==> config.mk <==
export PLATFORM = sky130hd
export DESIGN_NAME = music_sequencer
export DESIGN_NICKNAME = d
export VERILOG_FILES = /design/src/rtl/music_sequencer.sv
export SDC_FILE = /design/constraint.sdc
export NUM_CORES = 1
export LEC_CHECK = 0
export ABC_AREA = 1
export CAP_MARGIN = 20
export CORE_AREA = 2 2 86 88
export DETAILED_ROUTE_END_ITERATION = 12
export DIE_AREA = 0 0 88 90
export PLACE_DENSITY = 0.83
export SLEW_MARGIN = 20
export SYNTH_ARGS = -nofsm -noshare
export SYNTH_HDL_FRONTEND = slang
export SYNTH_SLANG_ARGS = --single-unit
export TNS_END_PERCENT = 50
==> constraint.sdc <==
create_clock -name clk -period 1.5 [get_ports clk]
set_clock_uncertainty 0.05 [all_clocks]
set_input_delay 0.225 -clock clk [delete_from_list [all_inputs] [get_ports clk]]
set_output_delay 0.225 -clock clk [all_outputs]
set_load 0.01 [all_outputs]
==> src/rtl/music_sequencer.sv <==
// Music playback sequencer: fetches note words, decodes NOTE/REST/END/SKIP and drives period/gate.
// Optional build macro MUSIC_SEQUENCER_LOOP_EN: END restarts the song from address 0.
module music_sequencer #(
  parameter int ADDR_W        = 8,
  parameter int CLKS_PER_BEAT = 25000,
  parameter int PERIOD_W      = 16
) (
  input  logic                clk,
  input  logic                reset_n,
  input  logic                start,
  input  logic                stop,
  output logic                mem_rd_en,
  output logic [ADDR_W-1:0]   mem_addr,
  input  logic [31:0]         mem_data,
  output logic [PERIOD_W-1:0] period,
  output logic                gate,
  output logic                busy,
  output logic                done,
  output logic [2:0]          dbg_state
);

  localparam int CNT_W = (CLKS_PER_BEAT > 1) ? $clog2(CLKS_PER_BEAT) : 1;
  localparam logic [CNT_W-1:0] CNT_MAX = CNT_W'(CLKS_PER_BEAT - 1);

  localparam logic [7:0] OP_NOTE = 8'h00;
  localparam logic [7:0] OP_REST = 8'h22;
  localparam logic [7:0] OP_END  = 8'h11;

  typedef enum logic [2:0] {
    IDLE  = 3'd0,
    FETCH = 3'd1,
    LOAD  = 3'd2,
    PLAY  = 3'd3,
    DONE  = 3'd4
  } state_t;

  state_t             state;
  logic [ADDR_W-1:0]  ptr;
  logic [7:0]         beats;
  logic [CNT_W-1:0]   cnt;
  logic [7:0]         op;
  logic [7:0]         dur;

  assign op  = mem_data[31:24];
  assign dur = mem_data[23:16];

  // Read protocol: mem_rd_en is high for the single FETCH cycle; mem_data is
  // valid in the following LOAD cycle and sampled at the edge that ends it.
  assign mem_rd_en = (state == FETCH);
  assign mem_addr  = ptr;
  assign busy      = (state != IDLE) && (state != DONE);
  assign done      = (state == DONE);
  assign dbg_state = state;

  always_ff @(posedge clk or negedge reset_n) begin
    if (!reset_n) begin
      state  <= IDLE;
      ptr    <= '0;
      beats  <= '0;
      cnt    <= '0;
      period <= '0;
      gate   <= 1'b0;
    end else if (stop) begin
      state  <= IDLE;
      ptr    <= '0;
      beats  <= '0;
      cnt    <= '0;
      period <= '0;
      gate   <= 1'b0;
    end else begin
      case (state)
        IDLE: begin
          if (start) state <= FETCH;
        end
        FETCH: begin
          state <= LOAD;
        end
        LOAD: begin
          cnt <= '0;
          if ((op == OP_NOTE || op == OP_REST) && dur != 8'd0) begin
            period <= (op == OP_NOTE) ? PERIOD_W'(mem_data[15:0]) : '0;
            gate   <= (op == OP_NOTE);
            beats  <= dur;
            ptr    <= ptr + ADDR_W'(1);
            state  <= PLAY;
          end else if (op == OP_END) begin
            period <= '0;
            gate   <= 1'b0;
`ifdef MUSIC_SEQUENCER_LOOP_EN
            // An END at address 0 is an empty song; looping it would spin forever.
            if (ptr != '0) begin
              ptr   <= '0;
              state <= FETCH;
            end else begin
              state <= DONE;
            end
`else
            state <= DONE;
`endif
          end else begin
            ptr   <= ptr + ADDR_W'(1);
            state <= FETCH;
          end
        end
        PLAY: begin
          if (cnt == CNT_MAX) begin
            cnt   <= '0;
            beats <= beats - 8'd1;
            if (beats == 8'd1) state <= FETCH;
          end else begin
            cnt <= cnt + CNT_W'(1);
          end
        end
        DONE: begin
          if (start) begin
            ptr   <= '0;
            state <= FETCH;
          end
        end
        default: state <= IDLE;
      endcase
    end
  end

endmodule

* Word-level counts from Yosys, hierarchy flattened *
Index checks and enable logic that the tools add are counted.
Widths: inputs -> output; s select.

operators by class
  add/sub/neg operators = 3
  muxes and demuxes = 28
  eq/ne operators = 15
  reductions and logical operators = 16

operators by type and width
  kind                   number
  $mux 16                5
  $mux 8                 7
  $pmux 8 s2             2
  $mux 15                2
  $pmux 15 s2            1
  $mux 3                 6
  $add 15x1->15 const B  1
  $eq 15x15->1 const B   1
  $ne 3x3->1 const B     5
  $pmux 3 s4             1
  $reduce_bool 3->1      4
  $reduce_and 3->1       3
  $add 8x1->8 const B    1
  $eq 8x1->1 const B     1
  $eq 8x5->1 const B     1
  $eq 8x6->1 const B     1
  $logic_not 8->1        1
  $reduce_bool 8->1      1
  $sub 8x1->8 const B    1
  $eq 3x2->1 const B     2
  $mux 1                 4
  $ne 4x4->1 const B     1
  $eq 3x1->1 const B     1
  $eq 3x3->1 const B     1
  7 further kinds        8

storage, ports and cells
  logic and storage cells = 68
  bits of input ports = 36
  register bits = 51

* Logic depth before layout (Yosys ltp) *
  depth after elaboration = 6
  mapped depth = 11
  gate-level depth less buffers = 11

* Least setup slack after synthesis *
Ideal clock, no wire load.

  path kind = reg-to-reg
  start point = reg cnt[0]
  end point = reg beats[3]
  period minus slack after synthesis = 1.535 ns
  data required time = 1.333 ns
  stages on the path, launching flop included = 11
  arrival = 1.368 ns
  setup slack = -0.035 ns
  path through = dfrtp_1 ha_1 nand2_1 inv_1 nand2_1 nor2_1 nand2_1 nand2_4 nand3_2 nand2_1 nand2_1

on the way
  cells in the longest elaborated chain, start to end = 3

RTL lines
  element                            line  source
  start, declared                    40    logic [CNT_W-1:0] cnt;
  start signal, assigned             111   cnt <= cnt + CNT_W'(1);
  $eq 15x15->1                       106   if (cnt == CNT_MAX) begin
  $ne 3x3->1 (no source line)        -
  $reduce_and 3->1 (no source line)  -
  end signal, assigned               83    beats <= dur;
  end signal, assigned               108   beats <= beats - 8'd1;
  end, declared                      39    logic [7:0] beats;

No other way between the ends.
A chain may end at the register's enable or synchronous reset.

* Worst setup path after layout *
  start point = reg state[1] (netlist: dbg_state[1])
  end point = reg cnt[9]

on the way
  cells in the longest elaborated chain, start to end = 3

RTL lines
  element                 line  source
  start, declared         37    state_t state;
  start signal, assigned  57    state <= IDLE;
  start signal, assigned  64    state <= IDLE;
  start signal, assigned  73    if (start) state <= FETCH;
  $eq 3x2->1              71    case (state)
  $pmux 15 s2             71
  $mux 15                 63    end else if (stop) begin

Several ways; a longest one is shown, not always the timed one.

==> results.md <==
* Yosys top cell area share at 40.64%
* IO Pins at 67
* Dpl cells at 668
* Reg2reg start: dbg_state[1]$_DFFE_PN0P_
* Crit-path slowest cell: dfrtp_1
* Routed wire length at 9578 um
* Filler cells at 500
* Total power at 3.707 mW
* Setup TNS at -1.377 ns
* CP Cell Sequence: buf_6, buf_6, buf_6, nand2_4, nor2_4, nand2_2, buf_6, a21oi_4, nand2_1, a21oi_2
* R2r setup slk at -0.12 ns
* Site Rows at 31
* Max cap viols at 0
* N_diodes at 0
* Mapped Cells at 447
* Die height at 90 um
* Static leakage at 2.674 nW
* Worst r2r dst: cnt[9]$_DFFE_PN0P_
* Max stage delay on crit path at 0.41 ns
* Pre-Repair DR Iteration Count at 5
* Relative slew slack at 74.54%
* # DRC at 0
* Clk root buf: clkbuf_8
* M1 WL at 3743 um
* Port bufs at 66
* Total track usage at 24.18%
* Critical Setup Path Class: flop to flop
* Initial antenna violation count at 0
* Worst vdd rail ir drop at 0.5293 mV
* Die area at 0.007920 sq mm
* Grt ovf at 0
* Fin crit share at 108.1%
* Layout cell share with drive strength beyond 1 at 24.75%
* Most common cell in the netlist: nand2_1
* Syn nets at 487
* Hold_ws at 0.3898 ns
* # nets final at 629
* Worst Reg-to-Reg Cells at 10
* Die Width at 88 um
* CTS tree: yes
* Maximum root-to-sink buffer count at 2
* Power Dens Cells at 770.9 mW/mm^2
* CP max FO at 6
* DR WL/cell at 13.90 um
* Crit. End Element: flop
* Ys Warns at 0
* Uppermost layer routed: met4
* Top cells by area, synth: dfrtp_1 (41%), nand2_1 (17%), nand3_1 (11%)
* Antenna-violating nets left at 0
* Endpoints failing hold at 0
* Post-synth EDFFs at 0
* Vias in the first global route at 3535
* Core area at 0.007020 sq mm
* Met2 WL at 5107 um
* Post-synth top area cell: dfrtp_1
* Sequential fraction of the synthesis area at 40.64%
* Flops & latches, synth at 51
* Routability cong. at 0.8906
* Library cells used by synthesis at 35
* Unrepaired setup endpoints after global routing: true
* Fmax at 616.7 MHz
* Num CTS Buffers at 5
* Non-Filler Instances at 689
* Critical Path AT at 1.80 ns
* Initial drt markers at 230
* Area grow syn2layout at 53.11%
* Synthesized area per cell at 7.026 sq um
* Post-Syn Area at 0.003141 sq mm
* Failing checks: negative setup slack
* Clk sinks at 51
* Status: finished, violations left
* Worst hold path type: input port to asynchronous set/reset pin
* Worst-path clk slew at 0.09 ns
* Critical path data required time at 1.68 ns
* Top cell by count, worst path: buf_6
* Setup ws final at -0.1216 ns
* Async set-reset flop share out of synthesis at 100.0%
* Vias at 3646
* Later-pin clock latency in the skew report at 0.31 ns
* Post-DP HPWL at 6567 um
* Main flop type after synthesis: dfrtp_1
* Minimum clock period at 1.622 ns
* Vias/cell at 5.292
* Final Max Slew Viols at 0
* Initial Util at 44.73%
* Maximum number of pins on one net before global-route repair at 52
* Worst setup SP type: flop
* First-pass GRT wire length at 15450 um
* # H-tree levels at 2
* Met3 wire length at 455 um
* Setup violations, final at 22
* Worst Tran Pin Value at 0.3819 ns
* Most common library cells after synthesis: nand2_1 (141), nand3_1 (68), inv_1 (53)
[per-stage QoR]
step	setup WS [ns]	area, sq um	utilization [%]
6_report	-0.1216	4808	68.49
5_1_grt	-0.2163	4808	68.49
4_1_cts	-0.1319	4641	66.10
3_5_place_dp	-0.3868	4403	62.72
3_3_place_gp	-0.3059	4403	62.72
2_1_floorplan	0.006385	3158	-
[area by class of cell]
cell class | count | area, sq um | area share [%]
Inverter | 58 | 225.2 | 4.684
Multi-Input combinational cell | 331 | 1782 | 37.05
Clock inverter | 1 | 8.758 | 0.1821
Timing Repair Buffer | 142 | 1304 | 27.11
Tap cell | 99 | 123.9 | 2.576
Sequential cell | 51 | 1279 | 26.59
Clock buffer | 7 | 86.33 | 1.795
[worst max path at each step]
| stage | from | end | slack, ns | cells past startpoint |
|---|---|---|---|---|
| finish | dbg_state[1]$_DFFE_PN0P_ | cnt[9]$_DFFE_PN0P_ | -0.12 | 10 |
| global route | dbg_state[1]$_DFFE_PN0P_ | cnt[9]$_DFFE_PN0P_ | -0.22 | 10 |
| CTS | dbg_state[1]$_DFFE_PN0P_ | mem_rd_en | -0.13 | 3 |
| detailed placement | mem_data[25] | beats[6]$_DFFE_PN0P_ | -0.39 | 9 |
| global placement | mem_data[25] | mem_addr[4]$_DFFE_PN0P_ | -0.31 | 9 |
| floorplan | dbg_state[0]$_DFFE_PN0P_ | mem_addr[4]$_DFFE_PN0P_ | 0.006 | 8 |
[layer usage]
| layer | GRT usage [%] | up-vias |
|---|---|---|
| met4 | 8.590 | 0 |
| met2 | 44.26 | 133 |
| met5 | 0 | - |
| li1 | - | 1724 |
| met1 | 27.46 | 1757 |
| met3 | 4.224 | 32 |
[cells in the final DEF, fill, tap and decap left out, drive strengths merged]
cell type / instances
o22ai: 1
dlymetal6s2s: 14
o21ai: 19
xnor2: 1
nor3: 11
nor2: 43
nand4: 10
ha: 4
and3: 1
inv: 58
dfrtp: 51
dlygate4sd3: 1
dlygate4sd2: 12
nand3b: 1
clkinv: 1
clkbuf: 8
nand3: 71
clkdlybuf4s50: 35
buf: 79
a31oi: 2
a21oi: 15
xor2: 3
nand2: 147
nor3b: 2
[sequential cells by signal, summed over array words and instances, names as in the netlist]
name / count
beats: 8
cnt: 15
dbg_state: 3
gate: 1
mem_addr: 8
period: 16
[kinds of logic after synthesis]
kind of cell | after synthesis | share of synthesized area [%]
compound gates | 37 | 6.614
xor+xnor | 4 | 1.116
fa+ha+maj | 4 | 1.594
buf+inv | 65 | 8.804
flops | 51 | 40.64
simple gates | 286 | 41.24
[where the power goes]
group | internal (mW) | switching (mW)
Combinational | 0.584 | 0.742
Clock | 0.379 | 0.454
Sequential | 1.46 | 0.0875
[worst max-delay path: cells and delay by family (launching register included)]
family | cells | cell delay [ns]
AOI/OAI and AO/OA | 2 | 0.33
DFF | 1 | 0.41
and+or+nand+nor | 4 | 0.31
buffers and inverters | 4 | 0.43
[what timing repair did]
action                                  CTS  global route
resized for setup                        53            54
buffers inserted                          9             5
hold endpoints to repair                 51             0
endpoints found under the setup margin   51            67
hold buffers                              1             0
pin swaps                                11            19
Note: power is estimated with default switching activity, not from simulation.
